File: src/rtl/adder_share_arb.sv
// adder_share_arb: round-robin arbiter that time-shares one N-bit adder
// among NREQ requesters, returning a registered sum tagged with the
// requester index. One operation per two cycles at best.

module full_adder #(
  parameter int unsigned N = 10
) (
  input  logic         r,
  input  logic [N-1:0] a,
  input  logic [N-1:0] b,
  input  logic         ci,
  output logic [N:0]   sum
);

  // Plain N+1-bit add; r forces a zero result.
  always_comb begin
    sum = '0;
    if (!r) begin
      sum = {1'b0, a} + {1'b0, b} + (N+1)'(ci);
    end
  end

endmodule

module adder_share_arb #(
  parameter int unsigned N    = 10,
  parameter int unsigned NREQ = 4,
  parameter int unsigned IDW  = 2
) (
  input  logic              clk,
  input  logic              r,
  input  logic [NREQ-1:0]   req,
  input  logic [NREQ*N-1:0] a_bus,
  input  logic [NREQ*N-1:0] b_bus,
  input  logic [NREQ-1:0]   ci_bus,
  output logic [NREQ-1:0]   gnt,
  output logic [N-1:0]      s,
  output logic              co,
  output logic              vld,
  output logic [IDW-1:0]    vid
);

  typedef enum logic {
    ST_IDLE = 1'b0,
    ST_ADD  = 1'b1
  } state_t;

  state_t          state_q;
  logic [IDW-1:0]  ptr_q;
  logic [IDW-1:0]  ptr_d;
  logic [IDW-1:0]  wid_q;
  logic [N-1:0]    opa_q;
  logic [N-1:0]    opb_q;
  logic            opci_q;
  logic [NREQ-1:0] gnt_q;
  logic [N-1:0]    s_q;
  logic            co_q;
  logic            vld_q;
  logic [IDW-1:0]  vid_q;

  logic            found_c;
  logic [IDW-1:0]  win_c;
  int unsigned     idx_c;
  logic [N:0]      sum_c;

  // Rotating priority search: first set req bit starting at ptr, wrapping.
  always_comb begin
    found_c = 1'b0;
    win_c   = '0;
    idx_c   = 0;
    for (int unsigned i = 0; i < NREQ; i++) begin
      idx_c = 32'(ptr_q) + i;
      if (idx_c >= NREQ) begin
        idx_c = idx_c - NREQ;
      end
      if (!found_c && req[IDW'(idx_c)]) begin
        found_c = 1'b1;
        win_c   = IDW'(idx_c);
      end
    end
  end

  // Pointer moves just past the winner, wrapping at the last requester.
  always_comb begin
    ptr_d = '0;
    if (32'(win_c) != NREQ - 1) begin
      ptr_d = IDW'(32'(win_c) + 1);
    end
  end

  // Shared datapath sees only the captured operands.
  full_adder #(.N(N)) u_fa (
    .r   (1'b0),
    .a   (opa_q),
    .b   (opb_q),
    .ci  (opci_q),
    .sum (sum_c)
  );

  // Arbitration / sequencing FSM with registered outputs.
  always_ff @(posedge clk) begin
    if (r) begin
      state_q <= ST_IDLE;
      ptr_q   <= '0;
      wid_q   <= '0;
      opa_q   <= '0;
      opb_q   <= '0;
      opci_q  <= 1'b0;
      gnt_q   <= '0;
      s_q     <= '0;
      co_q    <= 1'b0;
      vld_q   <= 1'b0;
      vid_q   <= '0;
    end else begin
      case (state_q)
        ST_IDLE: begin
          vld_q <= 1'b0;
          gnt_q <= '0;
          if (found_c) begin
            opa_q   <= a_bus[32'(win_c)*N +: N];
            opb_q   <= b_bus[32'(win_c)*N +: N];
            opci_q  <= ci_bus[win_c];
            gnt_q   <= NREQ'(1) << win_c;
            wid_q   <= win_c;
            ptr_q   <= ptr_d;
            state_q <= ST_ADD;
          end
        end
        ST_ADD: begin
          gnt_q   <= '0;
          s_q     <= sum_c[N-1:0];
          co_q    <= sum_c[N];
          vid_q   <= wid_q;
          vld_q   <= 1'b1;
          state_q <= ST_IDLE;
        end
        default: begin
          state_q <= ST_IDLE;
        end
      endcase
    end
  end

  assign gnt = gnt_q;
  assign s   = s_q;
  assign co  = co_q;
  assign vld = vld_q;
  assign vid = vid_q;

endmodule

File: config.mk
export PLATFORM = sky130hd
export DESIGN_NAME = adder_share_arb
export DESIGN_NICKNAME = d
export VERILOG_FILES = /design/src/rtl/adder_share_arb.sv
export SDC_FILE = /design/constraint.sdc
export NUM_CORES = 1
export LEC_CHECK = 0
export CORE_ASPECT_RATIO = 2
export CORE_MARGIN = 1.5
export CORE_UTILIZATION = 40
export DETAILED_ROUTE_END_ITERATION = 10
export GPL_ROUTABILITY_DRIVEN = 1
export PLACE_DENSITY = 0.75
export SLEW_MARGIN = 30
export SYNTH_ARGS = -nofsm -noshare
export SYNTH_HDL_FRONTEND = slang
export SYNTH_HIERARCHICAL = 1
export SYNTH_SLANG_ARGS = --single-unit
File: constraint.sdc
create_clock -name clk -period 6.1 [get_ports clk]
set_clock_uncertainty 0.05 [all_clocks]
set_input_delay 1.22 -clock clk [delete_from_list [all_inputs] [get_ports clk]]
set_output_delay 1.22 -clock clk [all_outputs]
set_load 0.05 [all_outputs]
Word level (Yosys, flattened, before mapping) --
Cells that the tools add are included.
Storage, ports and cells: register bits 44, bits in latches 0, memory bits (writable) 0, bits in read-only memories 0, input bits 90, output and inout port bits 18, memories kept 0
Cells by class: add/subtract/negate cells 10, multipliers 1, divide/modulo/power cells 0, order comparisons 9, eq/ne operators 1, shift-type cells 3, multiplexer cells 28, bitwise logic cells 1, reduce and logical (&&, ||, !) cells 7
Operators with widths (count):
- $shiftx A40 B7 Y10 | 2
- $mux W2 | 9
- $lt A2 B3 Y1 const B | 5
- $add A10 B10 Y11 | 1
- $add A11 B1 Y11 | 1
- $bmux W1 S2 | 5
- $mux W1 | 10
- $ge A3 B3 Y1 const B | 3
- $pmux W4 S2 | 1
- $sub A2 B1 Y2 const B | 4
- $add A2 B2 Y3 const B | 2
- $mul A2 B3 Y5 const B | 1
- $mux W4 | 1
- $pmux W1 S2 | 2
- $shl A1 B2 Y4 const A | 1
- $add A2 B1 Y3 const B | 1
- $ge A2 B3 Y1 const B | 1
- $logic_and A1 B1 Y1 | 3
- $logic_not A1 Y1 | 3
- $add A2 B1 Y2 const B | 1
- $ne A2 B2 Y1 const B | 1
- $reduce_and A2 Y1 | 1
- $not A1 Y1 | 1

Depth between registers and ports, before layout --
Gate-level depths: netlist of the first run.
depth in word-level cells 17, gate-level depth with buffers 9, depth with buffers taken out 9

Hierarchy --
Netlist of the first run, hierarchy kept.
Modules (own cells, without submodules):
- adder_share_arb | instances 1, cells each 260, area an instance 2250.9 um2
- full_adder | instances 1, cells each 64, area an instance 483.0 um2

Worst setup path before layout of the first run --
No wires, ideal clock.
path kind input port to flip-flop, start point input req[2], end point register ptr_q[1], setup time 0.117 ns, arrival time 2.833 ns, data required time 5.933 ns, setup slack 3.100 ns, cell stages on the path 7, buffers on the path 1, cell sequence nor2b_1 a21boi_0 o31ai_2 clkbuf_1 inv_1 ha_1 a22o_1
Between the ends: longest elaborated chain between the ends 14
RTL lines:
- start: declaration | RTL line 32 | input logic [NREQ-1:0] req,
- $bmux W1 S2 | RTL line 76 | if (!found_c && req[IDW'(idx_c)]) begin
- $mux W1 (not written as such) | RTL line 76
- $mux W1 | RTL line 76
- $logic_not A1 Y1 | RTL line 76
- $logic_and A1 B1 Y1 | RTL line 76
- $mux W1 | RTL line 76
- $logic_not A1 Y1 | RTL line 76
- $logic_and A1 B1 Y1 | RTL line 76
- $mux W1 | RTL line 76
- $logic_not A1 Y1 | RTL line 76
- $logic_and A1 B1 Y1 | RTL line 76
- $mux W2 * | RTL line 76
- named net win_c[1] | RTL line 62 | logic [IDW-1:0] win_c;
- $add A2 B1 Y2 or $ne A2 B2 Y1 (tied branches) | RTL line 87, 86
- $mux W2 * | RTL line 86 | if (32'(win_c) != NREQ - 1) begin
- named net ptr_d[1] | RTL line 50 | logic [IDW-1:0] ptr_d;
- end signal: assignment | RTL line 125 | ptr_q <= ptr_d;
- end: declaration | RTL line 49 | logic [IDW-1:0] ptr_q;
Mark *: on every way through the listed nets, which the timed path passes. The rest lies on a longest branch. The select of a mux whose other input is x is not followed. A chain may end at the register's enable or synchronous reset.

Worst setup path after layout of the first run --
start point input req[3], end point register ptr_q[1]
Between the ends: longest elaborated chain between the ends 14
RTL lines (RTL line):
- $bmux W1 S2 | 76
- $mux W1 (not written as such) | 76
- $mux W1 | 76
- $logic_not A1 Y1 | 76
- $logic_and A1 B1 Y1 | 76
- $mux W1 | 76
- $logic_not A1 Y1 | 76
- $logic_and A1 B1 Y1 | 76
- $mux W1 | 76
- $logic_not A1 Y1 | 76
- $logic_and A1 B1 Y1 | 76
- $mux W2 * | 76
- $add A2 B1 Y2 or $ne A2 B2 Y1 (tied branches) | 87, 86
- $mux W2 * | 86
- named net ptr_d[1] | 50
Marked as above.

==> results_dict.tcl, run 1 <==
set metrics [dict create \
    synth_compound_area_frac 0.261 \
    nets 520 \
    synth_flop_cell "dfxtp_1" \
    gp_congestion 0.892 \
    outcome "completed" \
    first_global_vias 2867 \
    drive_above_1_share 0.0478 \
    pwr-share-clk 0.245 \
    die_h_um 120 \
    io_pins 108 \
    vias 2825 \
    drcViolationCount 0 \
    routed.top_layer "met4" \
    critPathMaxFanout 43 \
    synth_edf_count 0 \
    syn-cell-area_um2 2730 \
    fmax_mhz 261 \
    regArea_um2 881 \
    place_area_um2 3860 \
    ys_warn_count 6 \
    start_kind "input port" \
    slew_headroom 0.433 \
    endpoint_kind "flip-flop" \
    viasPerCell 5.58 \
    synth_top_family_by_area "compound AO/OA/AOI/OAI gates" \
    cellLeakagePower_nw 1.62 \
    cts_tree "yes" \
    area_delta_synth_final_pct 46.2 \
    async_flop_share 0 \
    rsz0062_at_grt "no" \
    antenna_found_initial 0 \
    rows 42 \
    hold_violations 0 \
    syn_avg_cell_area_um2 8.44 \
    clkTransAtPathRegs_ps 60 \
    wirelength_um 7980 \
    grt_start_max_net_pins 47 \
    grt-ovfl-total 0 \
    required_ps 6230 \
    powerDensity_nw_per_um2 258 \
    portBuffers 107 \
    finalWorstSetupSlack_ps 2260 \
    wl_met1_um 2760 \
    synthSimpleGateAreaFrac 0.237 \
    clock_latency_ps 280 \
    worstHoldPathType "reg2reg" \
    synth_cell_types 42 \
    wl_met3_um 316 \
    p_int_w 0.000674 \
    combPwrFrac 0.408 \
    synth.mux.area_fraction 0.0517 \
    synthXorXnorAreaFrac 0.0128 \
    antenna_cells 0 \
    setup_viol 0 \
    slew_violations 0 \
    setup.worst_path.class "in2reg" \
    synth_fa_ha_area_frac 0.0604 \
    cts_buffer_depth 2 \
    dr.first_iter.drc_count 123 \
    core-area_um2 6620 \
    ctsResizeCount 0 \
    p_seq_frac 0.347 \
    switching_share 0.346 \
    p_sw_w 0.000356 \
    cts_sinks 44 \
    tns_ps 0 \
    ys_ff_latch 44 \
    met2_length_um 4580 \
    peakVddDrop_mv 0.116 \
    reg2reg_slack_ps 3200 \
    fillers 628 \
    cts.hold.buffers_added 0 \
    hold_ws_ps 412 \
    cts_root_buf "clkbuf_16" \
    place_ws_ps 2020 \
    die-width_um 61.5 \
    die-area_um2 7370 \
    wl_per_cell_um 15.8 \
    multiInputGateArea_um2 1740 \
    place_hpwl_um 6280 \
    ys_seq_area_frac 0.322 \
    initial_core_util 0.413 \
    dr.pass1.iters 4 \
    fin_area_um2 4000 \
    fin_crit_ps 3840 \
    antenna_left 0 \
    finalCritPeriodShare 0.629 \
    grt.total_usage 0.233 \
    numCtsBuffers 5 \
    drv_cap 0 \
    grt_pass1_wl_um 13100 \
    h-tree-depth 2 \
    synthCells 324 \
    cts_setup_buffers 0 \
    max_slew.worst_pin.slew_ps 849 \
    critPathArrivalTime_ps 3970 \
]
## cell usage in the layout, fill, tap and decap left out, drive strengths merged, types with 6 or more instances in the layout
cell type        n
o21ai           26
nand3           42
clkdlybuf4s50  107
a211o           21
ha              10
nor2b            9
nor2            27
buf              6
a32o            21
and3            23
dfxtp           44
mux2i           13
nor3             8
a21oi            6
## state kept, by name, summed over array words and instances, names as in the netlist
| name | cells |
|---|---|
| gnt | 4 |
| wid_q | 2 |
| opa_q | 10 |
| co | 1 |
| opb_q | 10 |
| s | 10 |
| vld | 1 |
| ptr_q | 2 |
| opci_q | 1 |
| vid | 2 |
| state_q | 1 |
## kinds of logic (layout without fill, tap and decap cells)
| family | after synthesis | count (layout) |
|---|---|---|
| adder cells (fa/ha/maj) | 12 | 12 |
| multiplexers | 14 | 14 |
| buffers and inverters | 32 | 124 |
| AND/OR/NAND/NOR | 124 | 124 |
| XOR/XNOR | 4 | 4 |
| other | 1 | 3 |
| flip-flops | 44 | 44 |
| AO/OA/AOI/OAI | 93 | 93 |
## synthesized netlist by cell type (2+ instances only)
master	number	share of area
dfxtp_1	44	0.32
nand3_1	42	0.077
nor2_1	27	0.037
o21ai_0	26	0.048
and3_1	23	0.053
a211o_1	21	0.067
a32o_1	21	0.077
clkbuf_1	18	0.025
mux2i_1	13	0.048
ha_1	10	0.046
nor2b_1	9	0.021
buf_2	8	0.015
nor3_1	8	0.015
a21oi_1	6	0.011
inv_1	4	0.0055
nand2_1	4	0.0055
a21o_1	3	0.0082
nor4_1	3	0.0069
or4_1	3	0.0082
xor2_1	3	0.0096
a211oi_1	2	0.0055
a22o_1	2	0.0064
and2_1	2	0.0046
buf_6	2	0.0082
fa_1	2	0.015
o21bai_1	2	0.0055
## cell type report
cell class                 count  area share
multi-input combinational    250       0.435
timing repair buffer         113       0.279
sequential                    44       0.220
clock buffer                   5      0.0313
tap                           88      0.0276
inverter                       4     0.00376
clock inverter                 2     0.00313
## power by group through the flow
stage / Combinational (W) / Sequential, W / Clock [W]
2_1_floorplan: 0.000263 / 0.000381 / 0
3_3_place_gp: 0.000411 / 0.000363 / 0
3_5_place_dp: 0.000418 / 0.000364 / 0
4_1_cts: 0.000421 / 0.000358 / 0.000258
5_1_grt: 0.000467 / 0.000362 / 0.000271
6_report: 0.000421 / 0.000357 / 0.000252
## worst max-delay path: stages
cell and delay (ps):
clkdlybuf4s50_1 570, nor2_1 140, or4_1 490, buf_4 260, nand2_1 680, ha_1 370, a22o_1 210
## stage by stage
step	std cells	utilization	power [W]
after floorplan	326	-	0.000643
after global placement	499	0.583	0.000774
after detailed placement	499	0.583	0.000782
after CTS	506	0.604	0.00104
after global routing	506	0.604	0.00110
final	506	0.604	0.00103
## worst paths after layout
kind / end / cells past startpoint / from
setup / recovery: ptr_q[1] / 7 / req[3]
hold / removal: wid_q[1] / 1 / wid_q[1]
setup reg to reg: co / 9 / opa_q[0]
hold reg to reg: wid_q[1] / 1 / wid_q[1]
## routing by layer
layer | vias up | global-route usage
li1 | 1410 | -
met1 | 1308 | 0.248
met2 | 86 | 0.419
met3 | 21 | 0.0399
met4 | 0 | 0.110
met5 | - | 0
(Power assumes the default switching activity.)
==> run 2, diff against run 1 <==
--- a/config.mk
+++ b/config.mk
@@ -10,7 +10,7 @@
 export CORE_UTILIZATION = 40
 export DETAILED_ROUTE_END_ITERATION = 10
 export GPL_ROUTABILITY_DRIVEN = 1
-export PLACE_DENSITY = 0.75
+export PLACE_DENSITY = 0.78
 export SLEW_MARGIN = 30
 export SYNTH_ARGS = -nofsm -noshare
 export SYNTH_HDL_FRONTEND = slang
==> constraint.sdc (replaced) <==
create_clock -name clk -period 3.3 [get_ports clk]
set_clock_uncertainty 0.05 [all_clocks]
set_input_delay 0.66 -clock clk [delete_from_list [all_inputs] [get_ports clk]]
set_output_delay 0.66 -clock clk [all_outputs]
set_load 0.05 [all_outputs]
==> run 2 against run 1 <==
Critical path depth increased by 2. Global-route usage is 1.1 points higher. First-iteration DRC count is 28% higher. Count of clock-buffer cells in the layout is 1 higher. Cell count is 1.2% higher. Die area stayed put. Non-clock buffer count up 5. Critical path type is now reg2reg. Combinational power grew 93%. Clock power increased by 97%. Highest routed layer unchanged. Critical endpoint is now co.
==> results_dict.tcl, run 2 (synthesis gave the netlist of run 1 again) <==
set metrics [dict create \
    pwr-share-clk 0.253 \
    whs_endpoint "wid_q[0]" \
    max_slew.worst_pin.slew_ps 686 \
    tns_ps 0 \
    dr.pass1.iters 4 \
    slew_violations 0 \
    clkTransAtPathRegs_ps 60 \
    start_kind "flip-flop" \
    utilization 0.613 \
    grt_start_max_net_pins 43 \
    die_h_um 120 \
    p_seq_frac 0.334 \
    critPathMaxFanout 3 \
    outcome "completed" \
    cts_root_buf "clkbuf_16" \
    gr-usage-met3 0.0313 \
    cts_setup_buffers 0 \
    critPathArrivalTime_ps 2960 \
    fillers 628 \
    wl_per_cell_um 16.4 \
    slew_headroom 0.542 \
    switching_share 0.346 \
    fin_crit_ps 2830 \
    reg2reg_slack_ps 470 \
    cts_buffer_depth 2 \
    numCtsBuffers 5 \
    ctsResizeCount 0 \
    antenna_cells 0 \
    required_ps 3430 \
    p_int_w 0.00129 \
    r2r-start "opa_q[0]" \
    peakVddDrop_mv 0.276 \
    gr-usage-met2 0.463 \
    first_global_vias 3019 \
    r2r.worst_path.cells 9 \
    cts.hold.buffers_added 0 \
    p_sw_w 0.000679 \
    die-width_um 61.5 \
    drcViolationCount 0 \
    io_pins 108 \
    wirelength_um 8390 \
    multiInputGateArea_um2 1740 \
    rsz0062_at_grt "no" \
    cellLeakagePower_nw 1.66 \
    antenna_found_initial 0 \
    portBuffers 107 \
    regArea_um2 881 \
    drv_cap 0 \
    setup.worst_path.class "reg2reg" \
    cts_tree "yes" \
    worstHoldPathType "reg2reg" \
    place_hpwl_um 6460 \
    holdCritStartpoint "wid_q[0]" \
    rows 42 \
    grt.total_usage 0.245 \
    place_area_um2 3910 \
    grt_pass1_wl_um 13600 \
    r2r-end "co" \
    powerDensity_nw_per_um2 484 \
    nets 525 \
    fmax_mhz 354 \
    whs_path_depth 1 \
    layout_common_cells "clkdlybuf4s50_1, dfxtp_1, nand3_1" \
    final_common_cell "clkdlybuf4s50_1" \
    initial_core_util 0.413 \
    endpoint_kind "flip-flop" \
    antenna_left 0 \
    busiest_layer "met2" \
    viasPerCell 5.71 \
    clock_latency_ps 280 \
    drive_above_1_share 0.0613 \
    h-tree-depth 2 \
    cts_sinks 44 \
    core-area_um2 6620 \
    grt-ovfl-total 0 \
    finalCritPeriodShare 0.857 \
    vias 2926 \
    met1_usage 0.247 \
    combPwrFrac 0.413 \
    area_delta_synth_final_pct 48.4 \
    dr.first_iter.drc_count 157 \
    die-area_um2 7370 \
    hold_violations 0 \
    fin_area_um2 4060 \
    setup_viol 0 \
    gp_congestion 0.967 \
]
run 2: cell types whose count changed in the layout (fill, tap and decap cells not counted):
cell / delta
clkbuf_8: +1
clkinvlp_4: -1
buf_12: +1
buf_4: +4
clkinv_2: +1
run 2: how the worst max path moves through the flow:
stage	from	end	slack, ps
after floorplan	opa_q[0]	co	610
after CTS	opa_q[0]	co	460
after global routing	opa_q[0]	co	320
after detailed placement	req[0]	opa_q[4]	260
final	opa_q[0]	co	470
after global placement	req[3]	opa_q[4]	310
run 2: final cells by class:
cell class	instances	share of cell area
well taps	88	0.0271
repair buffers	118	0.287
flip-flops and latches	44	0.217
multi-input cells	250	0.428
clock buffers	6	0.0342
clock inverters	2	0.00247
inverters	4	0.00370
run 2: worst max-delay path, stage by stage (launching register included):
cell and delay [ps]:
dfxtp_1 340, fa_1 480, fa_1 450, a211oi_2 260
nor2_1 100, or4b_4 500, a311oi_1 260, nor3_1 80
mux2i_1 150, nor2_1 50
run 2: metrics by stage:
stage	setup WS [ps]	cells	power [W]	hold slack [ps]
2_1_floorplan	613	326	0.00119	376
3_3_place_gp	312	504	0.00145	387
3_5_place_dp	263	504	0.00147	392
4_1_cts	464	512	0.00196	425
5_1_grt	317	512	0.00208	435
6_report	473	512	0.00196	424
run 2: power by group through the flow:
stage	clock network [W]	logic [W]	registers, W
final	0.000496	0.000812	0.000656
after global routing	0.000527	0.000889	0.000664
after CTS	0.000501	0.000807	0.000657
after detailed placement	0	0.000799	0.000668
after global placement	0	0.000781	0.000665
after floorplan	0	0.000485	0.000704
run 2: layer usage:
metal,vias up,part of all wire
met5,-,0
met4,0,0.038
met3,29,0.031
met2,102,0.59
met1,1373,0.35
li1,1422,-
==> run 3, diff against run 2 <==
--- a/config.mk
+++ b/config.mk
@@ -8,8 +8,8 @@
 export CORE_ASPECT_RATIO = 2
 export CORE_MARGIN = 1.5
 export CORE_UTILIZATION = 40
+export CTS_CLUSTER_DIAMETER = 120
 export DETAILED_ROUTE_END_ITERATION = 10
-export GPL_ROUTABILITY_DRIVEN = 1
 export PLACE_DENSITY = 0.78
 export SLEW_MARGIN = 30
 export SYNTH_ARGS = -nofsm -noshare
==> results of run 3 <==
No change in the layout: final DEF, timing and power equal those of run 2.
